<file path="config.mk">
export PLATFORM = sky130hd
export DESIGN_NAME = mem_arbiter_flat
export DESIGN_NICKNAME = d
export VERILOG_FILES = /design/src/rtl/mem_arbiter_if.sv /design/src/rtl/mem_arbiter.sv /design/src/flat_wrapper.sv
export SDC_FILE = /design/constraint.sdc
export NUM_CORES = 1
export LEC_CHECK = 0
export CAP_MARGIN = 30
export CORE_MARGIN = 3
export CORE_UTILIZATION = 22
export CTS_BUF_LIST = sky130_fd_sc_hd__clkbuf_4
export CTS_CLUSTER_DIAMETER = 50
export CTS_CLUSTER_SIZE = 10
export DETAILED_ROUTE_END_ITERATION = 16
export PLACE_DENSITY = 0.82
export SLEW_MARGIN = 5
export SYNTH_ARGS = -nofsm -noshare
export SYNTH_HDL_FRONTEND = slang
export SYNTH_SLANG_ARGS = --single-unit
export TNS_END_PERCENT = 30
</file>
<file path="constraint.sdc">
create_clock -name clk -period 1.7 [get_ports clk]
set_clock_uncertainty 0.05 [all_clocks]
set_input_delay 0.34 -clock clk [delete_from_list [all_inputs] [get_ports clk]]
set_output_delay 0.34 -clock clk [all_outputs]
set_load 0.05 [all_outputs]
</file>
<file path="src/rtl/mem_arbiter_if.sv">
// Shared fetch/data/RAM signal bundle for mem_arbiter.
// The slave modport is the arbiter; master is the requesters plus the RAM.
interface mem_arbiter_if #(
  parameter int unsigned ADDR_W = 11
);
  logic              if_req;
  logic [ADDR_W-1:0] if_addr;
  logic              if_ack;
  logic              if_rvalid;
  logic [31:0]       if_rdata;

  logic              d_req;
  logic              d_we;
  logic [ADDR_W-1:0] d_addr;
  logic [31:0]       d_wdata;
  logic              d_ack;
  logic              d_rvalid;
  logic [31:0]       d_rdata;

  logic [ADDR_W-1:0] ram_addr;
  logic [31:0]       ram_wdata;
  logic              ram_w_en;
  logic [31:0]       ram_rdata;

  modport slave (
    input  if_req, if_addr, d_req, d_we, d_addr, d_wdata, ram_rdata,
    output if_ack, if_rvalid, if_rdata, d_ack, d_rvalid, d_rdata,
           ram_addr, ram_wdata, ram_w_en
  );

  modport master (
    output if_req, if_addr, d_req, d_we, d_addr, d_wdata, ram_rdata,
    input  if_ack, if_rvalid, if_rdata, d_ack, d_rvalid, d_rdata,
           ram_addr, ram_wdata, ram_w_en
  );
endinterface

</file>
<file path="src/rtl/mem_arbiter.sv">
// Fetch/data arbiter onto one single-port RAM: unbuffered, round-robin on
// conflict, with a read-tag pipeline that routes returning data to its port.
module mem_arbiter #(
  parameter int unsigned ADDR_W = 11,
  parameter int unsigned RD_LAT = 1
) (
  input  logic           clk,
  input  logic           rst_n,
  mem_arbiter_if.slave   bus
);

  typedef enum logic [1:0] {TAG_NONE, TAG_FETCH, TAG_DATA} tag_e;
  typedef enum logic {WIN_FETCH, WIN_DATA} win_e;

  win_e              last_winner_q, last_winner_d;
  tag_e              tag_q [RD_LAT];
  tag_e              tag_d [RD_LAT];
  logic              grant_f, grant_d;
  logic [ADDR_W-1:0] ram_addr_d;
  logic [31:0]       ram_wdata_d;
  logic              ram_w_en_d;

  // Grants are gated by rst_n so the bus reads idle during reset even
  // while requesters keep their requests asserted.
  always_comb begin
    grant_f       = 1'b0;
    grant_d       = 1'b0;
    last_winner_d = last_winner_q;
    if (rst_n) begin
      if (bus.if_req && bus.d_req) begin
        if (last_winner_q == WIN_FETCH) begin
          grant_d       = 1'b1;
          last_winner_d = WIN_DATA;
        end else begin
          grant_f       = 1'b1;
          last_winner_d = WIN_FETCH;
        end
      end else begin
        grant_f = bus.if_req;
        grant_d = bus.d_req;
      end
    end
  end

  always_comb begin
    ram_addr_d  = '0;
    ram_wdata_d = '0;
    ram_w_en_d  = 1'b0;
    if (grant_d) begin
      ram_addr_d  = bus.d_addr;
      ram_wdata_d = bus.d_wdata;
      ram_w_en_d  = bus.d_we;
    end else if (grant_f) begin
      ram_addr_d  = bus.if_addr;
    end
  end

  always_comb begin
    for (int unsigned i = 0; i < RD_LAT; i++) begin
      tag_d[i] = TAG_NONE;
    end
    if (grant_f) begin
      tag_d[0] = TAG_FETCH;
    end else if (grant_d && !bus.d_we) begin
      tag_d[0] = TAG_DATA;
    end
    for (int unsigned i = 1; i < RD_LAT; i++) begin
      tag_d[i] = tag_q[i-1];
    end
  end

  always_ff @(posedge clk or negedge rst_n) begin
    if (!rst_n) begin
      last_winner_q <= WIN_FETCH;
      for (int unsigned i = 0; i < RD_LAT; i++) begin
        tag_q[i] <= TAG_NONE;
      end
    end else begin
      last_winner_q <= last_winner_d;
      for (int unsigned i = 0; i < RD_LAT; i++) begin
        tag_q[i] <= tag_d[i];
      end
    end
  end

  assign bus.if_ack    = grant_f;
  assign bus.d_ack     = grant_d;
  assign bus.ram_addr  = ram_addr_d;
  assign bus.ram_wdata = ram_wdata_d;
  assign bus.ram_w_en  = ram_w_en_d;

  // Both ports see the raw RAM data; the rvalid strobes say whose it is.
  assign bus.if_rvalid = (tag_q[RD_LAT-1] == TAG_FETCH);
  assign bus.d_rvalid  = (tag_q[RD_LAT-1] == TAG_DATA);
  assign bus.if_rdata  = bus.ram_rdata;
  assign bus.d_rdata   = bus.ram_rdata;

endmodule

</file>
<file path="src/flat_wrapper.sv">
// flat-port wrapper written by rule: the top's interface ports become plain ports
module mem_arbiter_flat 
#(
  parameter int unsigned ADDR_W = 11,
  parameter int unsigned RD_LAT = 1
)
  (clk, rst_n, bus_if_req, bus_if_addr, bus_d_req, bus_d_we, bus_d_addr, bus_d_wdata, bus_ram_rdata, bus_if_ack, bus_if_rvalid, bus_if_rdata, bus_d_ack, bus_d_rvalid, bus_d_rdata, bus_ram_addr, bus_ram_wdata, bus_ram_w_en);
  mem_arbiter_if #(.ADDR_W(ADDR_W)) bus_i ();
  input  logic clk;
  input  logic rst_n;
  input wire logic [$bits(bus_i.if_req)-1:0] bus_if_req;
  input wire logic [$bits(bus_i.if_addr)-1:0] bus_if_addr;
  input wire logic [$bits(bus_i.d_req)-1:0] bus_d_req;
  input wire logic [$bits(bus_i.d_we)-1:0] bus_d_we;
  input wire logic [$bits(bus_i.d_addr)-1:0] bus_d_addr;
  input wire logic [$bits(bus_i.d_wdata)-1:0] bus_d_wdata;
  input wire logic [$bits(bus_i.ram_rdata)-1:0] bus_ram_rdata;
  output wire logic [$bits(bus_i.if_ack)-1:0] bus_if_ack;
  output wire logic [$bits(bus_i.if_rvalid)-1:0] bus_if_rvalid;
  output wire logic [$bits(bus_i.if_rdata)-1:0] bus_if_rdata;
  output wire logic [$bits(bus_i.d_ack)-1:0] bus_d_ack;
  output wire logic [$bits(bus_i.d_rvalid)-1:0] bus_d_rvalid;
  output wire logic [$bits(bus_i.d_rdata)-1:0] bus_d_rdata;
  output wire logic [$bits(bus_i.ram_addr)-1:0] bus_ram_addr;
  output wire logic [$bits(bus_i.ram_wdata)-1:0] bus_ram_wdata;
  output wire logic [$bits(bus_i.ram_w_en)-1:0] bus_ram_w_en;
  assign bus_i.if_req = bus_if_req;
  assign bus_i.if_addr = bus_if_addr;
  assign bus_i.d_req = bus_d_req;
  assign bus_i.d_we = bus_d_we;
  assign bus_i.d_addr = bus_d_addr;
  assign bus_i.d_wdata = bus_d_wdata;
  assign bus_i.ram_rdata = bus_ram_rdata;
  assign bus_if_ack = bus_i.if_ack;
  assign bus_if_rvalid = bus_i.if_rvalid;
  assign bus_if_rdata = bus_i.if_rdata;
  assign bus_d_ack = bus_i.d_ack;
  assign bus_d_rvalid = bus_i.d_rvalid;
  assign bus_d_rdata = bus_i.d_rdata;
  assign bus_ram_addr = bus_i.ram_addr;
  assign bus_ram_wdata = bus_i.ram_wdata;
  assign bus_ram_w_en = bus_i.ram_w_en;
  mem_arbiter #(.ADDR_W(ADDR_W), .RD_LAT(RD_LAT)) u_core (.clk(clk), .rst_n(rst_n), .bus(bus_i));
endmodule
</file>
==> impl_metrics.toml, run 1 <==
[status]
status = "finished with violations"
violations = "setup timing"

[clock_tree]
h-tree-depth = 1
cts_tree = "done"
path_clk_slew_ps = 40
clock-sinks = 3
root_buffer = "clkbuf_4"
cts_buffers = 3
clock_latency_ps = 240
clockBufferDepth = 2

[cells_and_area]
synthToLayoutAreaGrowth_pct = 117
num-nets-final = 299
drive_above_1_share = 0.580
diodes = 0

[floorplan]
coreArea_um2 = 5200
die_h_um = 80.0
die_area_um2 = 6390
fp.dieW_um = 80.0
initial_core_util = 0.231
rows = 26
ios = 203

[drt]
drtPass1Iterations = 4
ant_nets = 0
drt-initial-drc-count = 30
wl_um = 4880
routedWlPerCell_um = 17.6
post_drt_via_cell_ratio = 4.45
vias = 1234
drc_errors = 0

[grt]
grt_pass1_vias = 1336
globalRoute.totalOverflow = 0
grtUsageTotal = 0.148
grt_pass1_wl_um = 7410
antenna_found_initial = 0
grt_max_degree = 35

[timing]
period_share = 1.12
fin_crit_ps = 1900
fmax_mhz = 527
worstMarginPinSlew_ps = 343
hold_violations = 0
slew_viol_final = 0
final.setup.worst_slack_ps = -198
whs_ps = 510
rsz0062_at_grt = "yes"
tns_ps = -7220
finalSetupViolations = 45
worst_slew_margin_rel = 0.771

[setup_path]
required_ps = 1310
crit_path_max_fanout = 8
cp.arrival_ps = 1510
critPathKind = "flop to output pin"
startpoint_type = "flop"
cp-end-kind = "output pin"
reg2regPathDepth = 6

[logic_synthesis]
ys_types = 19
synth-seq-cells = 3
avgSynthCellArea_um2 = 7.67
synth_fp_nets = 248
synthesis.area_um2 = 1200
synth_warnings = 0
postSynthCellCount = 157
ys_seq_area_frac = 0.0624

[power]
ir_drop_uv = 342
leakagePower_nw = 1.03
power-per-cell-area_nw_per_um2 = 634

[placed_design]
hpwl_um = 3310
io_buffers = 106
place.gp.congestion = 0.732

[flow_run]
cap_viol_max_count = 0

[worst_hold_path]
hold_path_depth = 3
holdCritPathClass = "input port to flop"
-- layer usage --
metal  share of wire  global-route usage  vias to the layer above
li1                -                   -                      568
met2            0.52               0.266                       56
met1            0.35               0.157                      577
met5               0                   0                        -
met3           0.080              0.0372                       33
met4           0.045              0.0794                        0
-- path summary, 6_finish.rpt --
| kind | from | end | slack [ps] |
|---|---|---|---|
| max | u_core.last_winner_q | bus_ram_wdata[28] | -200 |
| min | rst_n | u_core.tag_q[1] | 510 |
| max reg2reg | u_core.last_winner_q | u_core.tag_q[1] | 210 |
| min reg2reg | u_core.last_winner_q | u_core.last_winner_q | 660 |
| max in group asynchronous | rst_n | u_core.tag_q[1] | 850 |
| min in group asynchronous | rst_n | u_core.tag_q[0] | 610 |
-- state kept, by name, indices dropped and copies added, names as in the netlist --
| name | flops |
|---|---|
| u_core.last_winner_q | 1 |
| u_core.tag_q | 2 |
-- logic make-up (layout without fill, tap and decap cells) --
logic type	Yosys count	count (layout)	share of synthesized area
AOI/OAI and AO/OA	13	14	0.166
and+or+nand+nor	63	63	0.280
DFF	3	3	0.0624
xor gates and xnor gates	1	1	0.00728
buffers and inverters	77	126	0.484
-- worst max-delay path, cell delays in order (launching register included) --
cell and delay, ps:
dfrtp_1 380, buf_6 130, a21boi_4 150, buf_6 140
clkbuf_16 150, and3_4 190, buf_12 130
-- final cells by class --
type                    count  area, µm²
repair buffers            121       1610
clock buffers               4       30.0
well taps                  70       87.6
flip-flops and latches      3       75.1
inverters                   1       6.26
fillers                   453       2600
multi-input cells          78        796
-- per-stage QoR --
step	cell area, µm²	cells	setup WS [ps]	power, mW	util
6_report	2610	277	-198	1.65	0.501
5_1_grt	2610	277	-262	1.73	0.501
4_1_cts	2600	277	-214	1.66	0.500
3_5_place_dp	2180	264	-604	1.22	0.419
3_3_place_gp	2180	264	-540	1.20	0.419
2_1_floorplan	1210	157	-101	1.12	-
-- power by group --
group          internal [mW]  switching, mW  leakage (nW)  total (mW)
clock network          0.104         0.0391        0.0184       0.143
logic                  0.708          0.703         0.974        1.41
registers             0.0883         0.0102        0.0385      0.0985
-- Yosys cell counts --
| library cell | instances | area [µm²] |
|---|---|---|
| nor3b_1 | 1 | 7.51 |
| o32ai_2 | 10 | 163 |
| clkbuf_2 | 1 | 5.00 |
| nand2_1 | 23 | 86.3 |
| inv_2 | 1 | 3.75 |
| a21bo_2 | 1 | 10.0 |
| dfrtp_1 | 3 | 75.1 |
| xnor2_1 | 1 | 8.76 |
| clkbuf_1 | 3 | 11.3 |
| buf_6 | 6 | 67.6 |
| nand3_1 | 1 | 5.00 |
| nor2b_2 | 1 | 8.76 |
| o32ai_1 | 1 | 8.76 |
| a21boi_4 | 1 | 18.8 |
| buf_4 | 66 | 495 |
| and2_1 | 1 | 6.26 |
| and3_1 | 33 | 206 |
| nor2b_1 | 2 | 12.5 |
| nor2_1 | 1 | 3.75 |
-- placed cells by master, fill, tap and decap left out, drive strengths merged --
cell type      count
and3              33
buf               62
o32ai             11
clkdlybuf4s15      2
dfrtp              3
clkdlybuf4s50     54
nor2b              3
a21boi             1
and2               1
dlygate4sd2        1
nand2             23
xnor2              1
clkbuf             5
nor2               1
nor3b              1
a21bo              2
inv                1
nand3              1
dlygate4sd3        1
-- repair_timing --
item / CTS / global route
cloned: 2 / 1
pin swaps: 4 / 7
setup buffers: 6 / 0
endpoints found under the setup margin: 47 / 46
hold buffers: 1 / 0
resized for setup: 63 / 3
endpoints found under the hold margin: 3 / 0
(Power assumes the default switching activity.)
==> inputs of run 2 (changes only) <==
--- a/config.mk
+++ b/config.mk
@@ -12,7 +12,7 @@
 export CTS_CLUSTER_DIAMETER = 50
 export CTS_CLUSTER_SIZE = 10
 export DETAILED_ROUTE_END_ITERATION = 16
-export PLACE_DENSITY = 0.82
+export PLACE_DENSITY = 0.8
 export SLEW_MARGIN = 5
 export SYNTH_ARGS = -nofsm -noshare
 export SYNTH_HDL_FRONTEND = slang
==> impl_metrics.toml, run 2 (same netlist as run 1, synthesis figures left out) <==
[cells_and_area]
regMostFlops = "u_core.tag_q"
finalNonFillerCells = 276
seq_area_um2 = 75.1
fin_util = 0.486
num-nets-final = 298
diodes = 0
fin_area_um2 = 2530
top_regs = "u_core.tag_q: 2 flops, u_core.last_winner_q: 1 flops"
final_common_cell = "clkdlybuf4s50_1"
largest_reg_flops = 2
multiInputGateArea_um2 = 757
n_fill_cell = 482
synthToLayoutAreaGrowth_pct = 110
drive_above_1_share = 0.568
final_cell_mix = "clkdlybuf4s50_1 (55), buf_12 (38), and3_4 (33)"

[status]
status = "finished with violations"
violations = "setup timing"

[timing]
final.setup.worst_slack_ps = -160
period_share = 1.09
worst_slew_margin_rel = 0.838
fmax_mhz = 538
whs_ps = 21.6
hold_violations = 0
fin_crit_ps = 1860
worstMarginPinSlew_ps = 242
finalSetupViolations = 45
rsz0062_at_grt = "yes"
tns_ps = -6440
slew_viol_final = 0

[setup_path]
critPathKind = "flop to output pin"
crit_path_cell_trace = "buf_6, buf_4, a21bo_4, o32ai_2, buf_6"
cpPeakStageDelay_ps = 390
crit_top_cell = "buf_6"
cp-end-kind = "output pin"
startpoint_type = "flop"
cp.arrival_ps = 1470
crit_family = "buffers and inverters"
crit_path_max_fanout = 6
path_buf_inv = 3
crit_slowest_cell = "dfrtp_1"
required_ps = 1310

[floorplan]
die_h_um = 80.0
die_area_um2 = 6390
coreArea_um2 = 5200
rows = 26
initial_core_util = 0.231
fp.dieW_um = 80.0
ios = 203

[power]
power-per-cell-area_nw_per_um2 = 636
ir_drop_uv = 341
leakagePower_nw = 1.01

[placed_design]
io_buffers = 106
place.gp.congestion = 0.673
placed_area_um2 = 2180
hpwl_um = 3390
placed_cells = 264

[drt]
wl_um = 4530
routedWlPerCell_um = 16.4
vias = 1205
drc_errors = 0
post_drt_via_cell_ratio = 4.37
ant_nets = 0
drt-initial-drc-count = 51
drtPass1Iterations = 4

[grt]
antenna_found_initial = 0
grt_pass1_vias = 1353
grtUsageTotal = 0.135
grt_max_degree = 39
globalRoute.totalOverflow = 0
grt_pass1_wl_um = 6930

[clock_tree]
clock-sinks = 3
hold_buffers = 0
root_buffer = "clkbuf_4"
path_clk_slew_ps = 40
clockBufferDepth = 2
clock_latency_ps = 230
cts_buffers = 3
h-tree-depth = 1
cts_tree = "done"

[flow_run]
cap_viol_max_count = 0

[worst_hold_path]
holdCritPathClass = "input port to async pin"
-- run 2: worst reg2reg max path: cells and delay by family (launching register included) --
kind                   cells  cell delay, ps
buffers and inverters      3             410
DFF                        1             390
AOI/OAI and AO/OA          1             250
and+or+nand+nor            1             170
-- run 2: cell type report --
type	instances	share of cell area
multi-input cells	78	0.299
inverters	1	0.00247
well taps	70	0.0346
clock buffers	4	0.0119
repair buffers	120	0.622
flip-flops and latches	3	0.0297
-- run 2: power by group --
part           switching [mW]  internal, mW
sequential             0.0127        0.0883
clock                  0.0361         0.104
combinational           0.675         0.692
-- run 2: path summary, 6_finish.rpt --
kind                                      startpoint                   end  slack [ps]  cells past startpoint
worst min register to register  u_core.last_winner_q  u_core.last_winner_q         650                      3
min in group clk                               rst_n       u_core.tag_q[1]         540                      3
worst max register to register  u_core.last_winner_q       u_core.tag_q[1]         340                      5
worst min-delay path                           rst_n       u_core.tag_q[0]          20                      2
max in group asynchronous                      rst_n  u_core.last_winner_q        1420                      2
worst max-delay path            u_core.last_winner_q       bus_ram_addr[7]        -160                      5
-- run 2: layer usage --
| metal | track usage | vias up | part of all wire |
|---|---|---|---|
| met2 | 0.267 | 58 | 0.57 |
| met5 | 0 | - | 0 |
| met3 | 0.0305 | 24 | 0.086 |
| met4 | 0.0541 | 0 | 0.024 |
| li1 | - | 564 | - |
| met1 | 0.133 | 559 | 0.32 |
-- run 2: metrics by stage --
step | power (mW) | worst slack (ps)
2_1_floorplan | 1.12 | -101
3_3_place_gp | 1.20 | -529
3_5_place_dp | 1.22 | -578
4_1_cts | 1.65 | -275
5_1_grt | 1.68 | -222
6_report | 1.61 | -160
-- run 2: timing repair --
item | 4_1_cts | 5_1_grt
resized for setup | 58 | 3
pin swaps | 15 | 10
hold endpoints to repair | 0 | 0
buffers inserted | 8 | 1
endpoints found under the setup margin | 47 | 46
cloned | 2 | 0
==> inputs of run 3 (changes only) <==
--- a/config.mk
+++ b/config.mk
@@ -6,13 +6,13 @@
 export NUM_CORES = 1
 export LEC_CHECK = 0
 export CAP_MARGIN = 30
-export CORE_MARGIN = 3
-export CORE_UTILIZATION = 22
+export CORE_AREA = 2 2 80 82
 export CTS_BUF_LIST = sky130_fd_sc_hd__clkbuf_4
 export CTS_CLUSTER_DIAMETER = 50
 export CTS_CLUSTER_SIZE = 10
 export DETAILED_ROUTE_END_ITERATION = 16
-export PLACE_DENSITY = 0.8
+export DIE_AREA = 0 0 82 84
+export PLACE_DENSITY = 0.73
 export SLEW_MARGIN = 5
 export SYNTH_ARGS = -nofsm -noshare
 export SYNTH_HDL_FRONTEND = slang
==> impl_metrics.toml, run 3 (same netlist as run 1, synthesis figures left out) <==
[setup_path]
crit_slowest_cell = "dfrtp_2"
reg2regPathDepth = 5
required_ps = 1310
critPathLaunch = "u_core.last_winner_q"
crit_top_cell = "buf_12"
cp-end-kind = "output pin"
rr_startpoint = "u_core.last_winner_q"
cpPeakStageDelay_ps = 430
cp.arrival_ps = 1450
rrSetupSlack_ps = 450
worst_r2r_endpoint = "u_core.tag_q[0]"
startpoint_type = "flop"
crit_path_cell_trace = "a21boi_4, buf_12, clkbuf_16, and3_4, buf_12"
crit_path_max_fanout = 8
critPathKind = "flop to output pin"

[clock_tree]
clock_latency_ps = 240
cts_tree = "done"
cts_buffers = 3
clock-sinks = 3
path_clk_slew_ps = 40
root_buffer = "clkbuf_4"
clockBufferDepth = 2
h-tree-depth = 1

[placed_design]
place.gp.congestion = 0.716
placed_area_um2 = 2200
io_buffers = 106
pre_cts_slack_ps = -601
hpwl_um = 3200

[grt]
globalRoute.totalOverflow = 0
grt_pass1_wl_um = 6780
grtUsageTotal = 0.126
antenna_found_initial = 0
grt_pass1_vias = 1341
grt_max_degree = 37

[cells_and_area]
multiInputGateArea_um2 = 855
diodes = 0
num-nets-final = 297
synthToLayoutAreaGrowth_pct = 124
top_regs = "u_core.tag_q: 2 flops, u_core.last_winner_q: 1 flops"
final_common_cell = "clkdlybuf4s50_1"
n_fill_cell = 564
fin_area_um2 = 2690
largest_reg_flops = 2
final_cell_mix = "clkdlybuf4s50_1 (55), buf_12 (41), and3_4 (33)"
fin_util = 0.442
regMostFlops = "u_core.tag_q"
seq_area_um2 = 76.3
drive_above_1_share = 0.576

[drt]
wl_um = 4920
post_drt_via_cell_ratio = 4.28
drt-initial-drc-count = 40
vias = 1207
drtPass1Iterations = 4
ant_nets = 0
drc_errors = 0
routedWlPerCell_um = 17.5

[timing]
worstMarginPinSlew_ps = 301
fin_crit_ps = 1840
period_share = 1.08
final.setup.worst_slack_ps = -142
whs_ps = 34.6
worst_slew_margin_rel = 0.799
hold_violations = 0
rsz0062_at_grt = "yes"
slew_viol_final = 0
fmax_mhz = 543
tns_ps = -5370
finalSetupViolations = 46

[power]
ir_drop_uv = 478
leakagePower_nw = 1.03
power-per-cell-area_nw_per_um2 = 631

[floorplan]
die_h_um = 84
die_area_um2 = 6890
coreArea_um2 = 6100
ios = 203
rows = 29
initial_core_util = 0.197
fp.dieW_um = 82

[worst_hold_path]
holdCritPathClass = "input port to async pin"

[flow_run]
cap_viol_max_count = 0

[status]
violations = "setup timing"
status = "finished with violations"
==> run 3: cell types whose count changed in the layout (fill, tap and decap cells not counted), sizes merged <==
cell           delta
buf               -2
clkdlybuf4s15     +2
dlygate4sd2       -1
==> run 3: final cells by class <==
type | instances | area share
Multi-Input combinational cell | 78 | 0.317
Inverter | 1 | 0.00232
Timing Repair Buffer | 119 | 0.605
Clock buffer | 4 | 0.0112
Sequential cell | 3 | 0.0283
Tap cell | 77 | 0.0358
==> run 3: routing by layer <==
metal	vias to the layer above	track usage	wire [µm]
met3	30	0.0325	408
met5	-	0	0
li1	567	-	-
met2	50	0.244	2800
met1	560	0.115	1540
met4	0	0.0636	165
==> run 3: worst max-delay path by stage <==
stage	endpoint	depth (start not counted)
3_3_place_gp	bus_ram_addr[3]	4
4_1_cts	bus_ram_wdata[22]	5
2_1_floorplan	bus_ram_addr[1]	3
6_report	bus_ram_wdata[14]	5
5_1_grt	bus_ram_wdata[5]	5
3_5_place_dp	bus_ram_addr[9]	4
==> run 3: worst max-delay path: cells and delay by family, from the launching register on <==
kind	cells	cell delay, ps
and+or+nand+nor	1	190
DFF	1	430
AOI/OAI and AO/OA	1	160
buffers and inverters	3	430
==> run 3: what timing repair did <==
item | in CTS | in global routing
setup buffers | 4 | 2
hold buffers | 0 | 0
pin swaps | 4 | 25
gates resized for setup | 44 | 33
setup endpoints to repair | 47 | 46
gates cloned | 3 | 2
==> run 3: report_power, final <==
part	internal, mW	switching [mW]
combinational	0.713	0.730
sequential	0.0907	0.0195
clock	0.104	0.0406
total	0.908	0.790
==> run 3: stage by stage <==
step           total power, mW  cells
2_1_floorplan             1.12    157
3_3_place_gp              1.18    270
3_5_place_dp              1.20    270
4_1_cts                   1.60    281
5_1_grt                   1.77    282
6_report                  1.70    282
